==> src/rtl/uart_word_adapter_if.sv <==
// Bundles the UART FIFO side and the word side of uart_word_adapter.
// "slave" is the adapter's view and "master" is the surrounding system's view.
interface uart_word_adapter_if #(
   parameter int DATA_BITS  = 8,
   parameter int WORD_BYTES = 4
);
   localparam int W = DATA_BITS * WORD_BYTES;

   logic                 rx_empty;
   logic [DATA_BITS-1:0] r_data;
   logic                 rd_uart;
   logic                 tx_full;
   logic                 wr_uart;
   logic [DATA_BITS-1:0] w_data;
   logic [W-1:0]         rx_word;
   logic                 rx_word_valid;
   logic                 rx_word_ready;
   logic [W-1:0]         tx_word;
   logic                 tx_word_valid;
   logic                 tx_word_ready;

   modport slave (
      input  rx_empty, r_data, tx_full, rx_word_ready, tx_word, tx_word_valid,
      output rd_uart, wr_uart, w_data, rx_word, rx_word_valid, tx_word_ready
   );

   modport master (
      output rx_empty, r_data, tx_full, rx_word_ready, tx_word, tx_word_valid,
      input  rd_uart, wr_uart, w_data, rx_word, rx_word_valid, tx_word_ready
   );
endinterface

==> src/rtl/uart_word_adapter.sv <==
// Packs UART RX bytes into little-endian words and serializes words back into
// UART TX bytes. The RX and TX paths are independent of each other.
module uart_word_adapter #(
   parameter int DATA_BITS  = 8,
   parameter int WORD_BYTES = 4
) (
   input logic                 clk,
   input logic                 reset,
   uart_word_adapter_if.slave  bus
);
   localparam int W     = DATA_BITS * WORD_BYTES;
   localparam int CNT_W = (WORD_BYTES > 1) ? $clog2(WORD_BYTES) : 1;
   localparam logic [CNT_W-1:0] LAST_LANE = CNT_W'(WORD_BYTES - 1);

   typedef enum logic [0:0] {IDLE = 1'b0, SEND = 1'b1} tx_state_e;

   logic [CNT_W-1:0] rx_cnt_q, rx_cnt_d;
   logic [W-1:0]     rx_word_q, rx_word_d;
   logic             rx_valid_q, rx_valid_d;
   logic             rd_uart_s;

   tx_state_e        state_q, state_d;
   logic [W-1:0]     shift_q, shift_d;
   logic [CNT_W-1:0] tx_cnt_q, tx_cnt_d;
   logic             wr_uart_s;
   logic             tx_ready_s;

   // A held word blocks further pops, so a full word is never overwritten.
   assign rd_uart_s = reset & ~bus.rx_empty & ~rx_valid_q;

   // RX lane write, lane counter and word-valid handshake
   always_comb begin
      rx_cnt_d   = rx_cnt_q;
      rx_word_d  = rx_word_q;
      rx_valid_d = rx_valid_q;
      if (rd_uart_s) begin
         for (int k = 0; k < WORD_BYTES; k++) begin
            if (rx_cnt_q == CNT_W'(k)) begin
               rx_word_d[k*DATA_BITS +: DATA_BITS] = bus.r_data;
            end else begin
               rx_word_d[k*DATA_BITS +: DATA_BITS] = rx_word_q[k*DATA_BITS +: DATA_BITS];
            end
         end
         if (rx_cnt_q == LAST_LANE) begin
            rx_cnt_d   = {CNT_W{1'b0}};
            rx_valid_d = 1'b1;
         end else begin
            rx_cnt_d   = rx_cnt_q + CNT_W'(1);
         end
      end else if (rx_valid_q && bus.rx_word_ready) begin
         rx_valid_d = 1'b0;
      end else begin
         rx_valid_d = rx_valid_q;
      end
   end

   // State register for both paths
   always_ff @(posedge clk) begin
      if (!reset) begin
         rx_cnt_q   <= {CNT_W{1'b0}};
         rx_word_q  <= {W{1'b0}};
         rx_valid_q <= 1'b0;
         state_q    <= IDLE;
         shift_q    <= {W{1'b0}};
         tx_cnt_q   <= {CNT_W{1'b0}};
      end else begin
         rx_cnt_q   <= rx_cnt_d;
         rx_word_q  <= rx_word_d;
         rx_valid_q <= rx_valid_d;
         state_q    <= state_d;
         shift_q    <= shift_d;
         tx_cnt_q   <= tx_cnt_d;
      end
   end

   // TX next state: a stalled SEND cycle (tx_full) leaves everything untouched
   always_comb begin
      state_d  = state_q;
      shift_d  = shift_q;
      tx_cnt_d = tx_cnt_q;
      case (state_q)
         IDLE: begin
            if (bus.tx_word_valid) begin
               shift_d  = bus.tx_word;
               tx_cnt_d = {CNT_W{1'b0}};
               state_d  = SEND;
            end else begin
               state_d  = IDLE;
            end
         end
         SEND: begin
            if (!bus.tx_full) begin
               shift_d  = shift_q >> DATA_BITS;
               tx_cnt_d = tx_cnt_q + CNT_W'(1);
               if (tx_cnt_q == LAST_LANE) begin
                  state_d = IDLE;
               end else begin
                  state_d = SEND;
               end
            end else begin
               state_d = SEND;
            end
         end
         default: begin
            state_d = IDLE;
         end
      endcase
   end

   // TX outputs, all forced inactive while reset is held
   always_comb begin
      wr_uart_s  = 1'b0;
      tx_ready_s = 1'b0;
      case (state_q)
         IDLE: begin
            tx_ready_s = reset;
         end
         SEND: begin
            wr_uart_s = reset & ~bus.tx_full;
         end
         default: begin
            wr_uart_s  = 1'b0;
            tx_ready_s = 1'b0;
         end
      endcase
   end

   assign bus.rd_uart       = rd_uart_s;
   assign bus.rx_word       = rx_word_q;
   assign bus.rx_word_valid = rx_valid_q;
   assign bus.wr_uart       = wr_uart_s;
   assign bus.w_data        = shift_q[DATA_BITS-1:0];
   assign bus.tx_word_ready = tx_ready_s;
endmodule

==> src/flat_wrapper.sv <==
// flat-port wrapper written by rule: the top's interface ports become plain ports
module uart_word_adapter_flat 
#(
   parameter int DATA_BITS  = 8,
   parameter int WORD_BYTES = 4
)
  (clk, reset, bus_rx_empty, bus_r_data, bus_tx_full, bus_rx_word_ready, bus_tx_word, bus_tx_word_valid, bus_rd_uart, bus_wr_uart, bus_w_data, bus_rx_word, bus_rx_word_valid, bus_tx_word_ready);
  uart_word_adapter_if #(.DATA_BITS(DATA_BITS), .WORD_BYTES(WORD_BYTES)) bus_i ();
  input logic clk;
  input logic reset;
  input wire logic [$bits(bus_i.rx_empty)-1:0] bus_rx_empty;
  input wire logic [$bits(bus_i.r_data)-1:0] bus_r_data;
  input wire logic [$bits(bus_i.tx_full)-1:0] bus_tx_full;
  input wire logic [$bits(bus_i.rx_word_ready)-1:0] bus_rx_word_ready;
  input wire logic [$bits(bus_i.tx_word)-1:0] bus_tx_word;
  input wire logic [$bits(bus_i.tx_word_valid)-1:0] bus_tx_word_valid;
  output wire logic [$bits(bus_i.rd_uart)-1:0] bus_rd_uart;
  output wire logic [$bits(bus_i.wr_uart)-1:0] bus_wr_uart;
  output wire logic [$bits(bus_i.w_data)-1:0] bus_w_data;
  output wire logic [$bits(bus_i.rx_word)-1:0] bus_rx_word;
  output wire logic [$bits(bus_i.rx_word_valid)-1:0] bus_rx_word_valid;
  output wire logic [$bits(bus_i.tx_word_ready)-1:0] bus_tx_word_ready;
  assign bus_i.rx_empty = bus_rx_empty;
  assign bus_i.r_data = bus_r_data;
  assign bus_i.tx_full = bus_tx_full;
  assign bus_i.rx_word_ready = bus_rx_word_ready;
  assign bus_i.tx_word = bus_tx_word;
  assign bus_i.tx_word_valid = bus_tx_word_valid;
  assign bus_rd_uart = bus_i.rd_uart;
  assign bus_wr_uart = bus_i.wr_uart;
  assign bus_w_data = bus_i.w_data;
  assign bus_rx_word = bus_i.rx_word;
  assign bus_rx_word_valid = bus_i.rx_word_valid;
  assign bus_tx_word_ready = bus_i.tx_word_ready;
  uart_word_adapter #(.DATA_BITS(DATA_BITS), .WORD_BYTES(WORD_BYTES)) u_core (.clk(clk), .reset(reset), .bus(bus_i));
endmodule
==> config.mk <==
export PLATFORM = sky130hd
export DESIGN_NAME = uart_word_adapter_flat
export DESIGN_NICKNAME = d
export VERILOG_FILES = /design/src/rtl/uart_word_adapter_if.sv /design/src/rtl/uart_word_adapter.sv /design/src/flat_wrapper.sv
export SDC_FILE = /design/constraint.sdc
export NUM_CORES = 1
export LEC_CHECK = 0
export ABC_AREA = 1
export CELL_PAD_IN_SITES_DETAIL_PLACEMENT = 1
export CELL_PAD_IN_SITES_GLOBAL_PLACEMENT = 2
export CORE_ASPECT_RATIO = 1.2
export CORE_UTILIZATION = 26
export CTS_BUF_LIST = sky130_fd_sc_hd__clkbuf_8 sky130_fd_sc_hd__clkbuf_16
export CTS_CLUSTER_DIAMETER = 80
export DETAILED_ROUTE_END_ITERATION = 7
export PLACE_DENSITY = 0.84
export SLEW_MARGIN = 20
export SYNTH_ARGS = -nofsm -noshare
export SYNTH_HDL_FRONTEND = slang
export SYNTH_SLANG_ARGS = --single-unit
==> constraint.sdc <==
create_clock -name clk -period 1.9 [get_ports clk]
set_clock_uncertainty 0.05 [all_clocks]
set_input_delay 0.285 -clock clk [delete_from_list [all_inputs] [get_ports clk]]
set_output_delay 0.285 -clock clk [all_outputs]
set_load 0.01 [all_outputs]
# ---- Yosys cells after proc, flatten, opt, wreduce, memory -nomap -nowiden
# Index checks and enable logic that the tools add are counted.
dict set report word_totals {
  register_bits 70
  input_bits 46
  output_inout_bits 44
  word_cells 50
}
dict set report classes {
  n_addsub 2
  eq_ne 7
  mux 16
  bitwise 7
  reduce_logical 9
}
# op n
set ops {}
lappend ops {{$mux 32} 2}
lappend ops {{$pmux 32 s2} 1}
lappend ops {{$reduce_and 2->1} 6}
lappend ops {{$mux 1} 8}
lappend ops {{$eq 2x2->1 const B} 3}
lappend ops {{$mux 2} 3}
lappend ops {{$add 2x1->2 const B} 2}
lappend ops {{$ne 2x2->1 const B} 2}
lappend ops {{$not 1->1} 4}
lappend ops {{$pmux 2 s2} 1}
lappend ops {{$and 1x1->1} 3}
lappend ops {{$eq 2x1->1 const B} 1}
lappend ops {{$logic_not 2->1} 1}
lappend ops {{$ne 2x1->1 const B} 1}
lappend ops {{$pmux 1 s2} 1}
lappend ops {{$reduce_bool 2->1} 1}
lappend ops {{$logic_and 1x1->1} 1}

# ---- Logic depth before layout (Yosys ltp)
# Gate-level depths: netlist of the first run.
dict set report depth {
  word_depth 5
  depth_mapped 8
  ltp_nobuf 6
}

# ---- Worst setup path before layout of the first run
# No wires, ideal clock.
dict set report synth_timing {
  path_type {register to register}
  start {reg u_core.rx_cnt_q[0]}
  end {reg u_core.rx_word_q[16] (netlist: u_core.bus.rx_word[16])}
  setup_ns 0.064
  t_arrival_ns 1.178
  t_required_ns 1.786
  slack_ns 0.608
  path_stages_with_launch 8
  path_buffers 1
  synth_period_minus_slack_ns 1.292
  cell_sequence {dfxtp_1 inv_1 ha_1 clkbuf_1 inv_1 nor2_4 nor2_1 nor2_1}
}
dict set report synth_between {
  elab_chain_cells 2
}
# item line
set synth_lines {}
lappend synth_lines {{from (decl)} uart_word_adapter.sv:17} ;# logic [CNT_W-1:0] rx_cnt_q, rx_cnt_d;
lappend synth_lines {{from (signal assigned)} uart_word_adapter.sv:60} ;# rx_cnt_q <= {CNT_W{1'b0}};
lappend synth_lines {{from (signal assigned)} uart_word_adapter.sv:67} ;# rx_cnt_q <= rx_cnt_d;
lappend synth_lines {{$eq 2x2->1} uart_word_adapter.sv:38} ;# if (rx_cnt_q == CNT_W'(k)) begin
lappend synth_lines {{$reduce_and 2->1 (no line)} --}
lappend synth_lines {{to (signal assigned)} uart_word_adapter.sv:61} ;# rx_word_q <= {W{1'b0}};
lappend synth_lines {{to (signal assigned)} uart_word_adapter.sv:68} ;# rx_word_q <= rx_word_d;
lappend synth_lines {{to (decl)} uart_word_adapter.sv:18} ;# logic [W-1:0] rx_word_q, rx_word_d;
# Every way passes these cells.
# A chain may end at the register's enable or synchronous reset.

# ---- Final worst setup path of the first run
dict set report layout_timing {
  start {reg u_core.rx_valid_q (netlist: u_core.bus.rx_word_valid)}
  end {out bus_rx_word_valid}
}
# item line
set layout_rtl {}
lappend layout_rtl {{from (decl)} uart_word_adapter.sv:19} ;# logic rx_valid_q, rx_valid_d;
lappend layout_rtl {{from (signal assigned)} uart_word_adapter.sv:69} ;# rx_valid_q <= rx_valid_d;
lappend layout_rtl {{to (decl)} flat_wrapper.sv:21} ;# output wire logic [$bits(bus_i.rx_word_valid)-1:0] bus_rx_word_valid;
# No word-level cell between the ends.

==> out/metrics.cfg, run 1 <==
[status]
status=finished clean

[floorplanning]
design.core.area_um2=12100
initial_utilization_pct=26.6
ioPinCount=90
dieArea_um2=12900
dieWidth_um=104
die_y_um=124
num_rows=44

[yosys]
ys_seq_elements=70
syn_area_um2=3220
syn-instance-count=456
yosysUniqueCellTypes=22
synthMuxAreaShare_pct=0
synthesis.nets=507
ys_warn_count=0
synth_seq_area_share_pct=43.5
avgSynthCellArea_um2=7.07
synth_top_family_by_area=simple AND/OR/NAND/NOR gates
synth_compound_area_share_pct=6.25
synth-xor-area-share_pct=0
synthSimpleGateAreaFrac_pct=38.6
synth_adder_area_share_pct=1.94

[layout]
n_antenna_cell=0
finalInstanceArea_um2=4460
layout_commonest_cell=nand2_1
utilization_pct=36.8
syn2layout_area_growth_pct=38.4
final_cell_mix=nand2_1 (117), nor2_1 (116), clkdlybuf4s50_1 (86)
fillers=1529
fin_nets=581
drive_gt1_share_pct=7.29

[timing]
tightest_slew_ns=0.445
max_freq_ghz=0.587
finalMaxSlewViolations=0
max_slew_margin_pct=70.4
period_share_pct=89.6
rsz0062_at_grt=no
hold_viol_final=0
tns_ns=0
hold_ws_ns=0.320
period_needed_ns=1.70
layout_setup_ws_ns=0.198
setup_viol=0

[cts]
path_clk_slew_ns=0.06
cts_made_buffers=9
htreeDepth=3
cts_max_path_buffers=2
clock_latency_ns=0.33
cts_setup_buffers=0
hold_buffers=0
cts_root_buffer=clkbuf_16
clkSinkCount=70
cts_tree=done

[worst_hold_path]
hold_path.class=in -> reg
worstHoldPathCells=5

[worst_setup_path]
start_kind=register
crit_family=buffers and inverters
crit_cells=1
path_cells=clkdlybuf4s50_1
endpoint_kind=output port
worst-path-max-fanout=4
path_buf_inv=1
critPathSlowestCell=clkdlybuf4s50_1
arrival_ns=1.37
cpPeakStageDelay_ns=0.60
critPathKind=reg -> out
r2r_cells=5
cp.required_ns=1.56

[power_and_ir_drop]
leakage_uw=0.00192
powerDensity_nw_per_um2=891
ir_worst_vdd_mv=0.359

[drt]
viasPerCell=4.47
ant_nets=0
route.detailed.drc=0
dr.pass1.iters=4
num_vias=3109
first_iter_violations=76
finalWirelength_um=9210
wl_per_cell_um=13.2

[placement]
gp_congestion=0.725
placed_area_um2=4160
dp_worst_setup_slack_ns=0.0150
dp_hpwl_um=6670
port_buffers=89

[grt]
grt_pass1_wl_um=15200
track_usage_pct=15.0
antenna_found_initial=0
grt_max_degree=48
grt_pass1_vias=3077
grt-ovfl-total=0

[flow_run]
drv_cap=0

what timing repair did:
action / in CTS / in global routing
resized for setup: 1 / 3
endpoints found under the setup margin: 1 / 2
pin swaps: 0 / 0
worst reg2reg max path, delay by kind of cell, from the launching register on:
| family | cells | cell delay [ns] |
|---|---|---|
| flops | 1 | 0.39 |
| simple gates | 3 | 0.39 |
| fa+ha+maj | 1 | 0.38 |
| buf+inv | 1 | 0.15 |
stage by stage:
step | instances | power, uW
2_1_floorplan | 456 | 2050
3_3_place_gp | 680 | 2300
3_5_place_dp | 680 | 2320
4_1_cts | 696 | 4030
5_1_grt | 696 | 4170
6_report | 696 | 3970
final cells by class:
| class | count | area (um2) | share of cell area, % |
|---|---|---|---|
| multi-input cells | 328 | 1510 | 33.8 |
| flip-flops and latches | 70 | 1400 | 31.4 |
| repair buffers | 98 | 958 | 21.5 |
| clock buffers | 10 | 239 | 5.35 |
| well taps | 161 | 201 | 4.51 |
| inverters | 23 | 91.3 | 2.05 |
| clock inverters | 6 | 61.3 | 1.37 |
report_power, final:
part,switching (uW),internal (uW)
Combinational,352,298
Sequential,57.2,1570
Clock,651,1050
Total,1060,2910
sequential cells by signal, summed over array words and instances (netlist names):
name and flops:
u_core.shift_q 32, u_core.bus.rx_word_valid 1, u_core.tx_cnt_q 2, u_core.state_q 1, u_core.bus.rx_word 32, u_core.rx_cnt_q 2
cell usage after synthesis (all sizes together):
cell type / number / area [um2]
dfxtp: 70 / 1400
clkinv: 1 / 3.75
inv: 22 / 87.6
clkbuf: 7 / 26.3
nand2: 120 / 490
a21oi: 10 / 50.1
nor2: 121 / 492
ha: 5 / 62.6
o21ai: 29 / 145
nand3: 10 / 62.6
nand4: 32 / 200
o22ai: 1 / 6.26
buf: 28 / 196
final timing paths:
| kind | start | end | slack [ns] |
|---|---|---|---|
| worst max-delay path | u_core.bus.rx_word_valid | bus_rx_word_valid | 0.20 |
| worst min-delay path | reset | u_core.rx_cnt_q[1] | 0.32 |
| worst max register to register | u_core.rx_cnt_q[0] | u_core.bus.rx_word[29] | 0.48 |
| worst min register to register | u_core.tx_cnt_q[0] | u_core.tx_cnt_q[0] | 0.42 |
layer usage:
metal	global-route usage, %	wire length [um]
met1	18.2	4200
met2	25.6	4420
met3	3.92	500
met4	5.63	100
met5	0	0
kinds of logic (layout without fill, tap and decap cells):
kind of cell / Yosys count / in the layout
AO/OA/AOI/OAI: 40 / 40
AND/OR/NAND/NOR: 283 / 283
flip-flops: 70 / 70
buffers and inverters: 58 / 137
adder cells (fa/ha/maj): 5 / 5
No activity file was read; power rests on OpenSTA's default activity.
==> run 2: changes to the inputs <==
--- a/config.mk
+++ b/config.mk
@@ -13,6 +13,7 @@
 export CTS_BUF_LIST = sky130_fd_sc_hd__clkbuf_8 sky130_fd_sc_hd__clkbuf_16
 export CTS_CLUSTER_DIAMETER = 80
 export DETAILED_ROUTE_END_ITERATION = 7
+export HOLD_SLACK_MARGIN = 0.06
 export PLACE_DENSITY = 0.84
 export SLEW_MARGIN = 20
 export SYNTH_ARGS = -nofsm -noshare
==> results of run 2 <==
No change in the layout: final DEF, timing and power equal those of run 1.
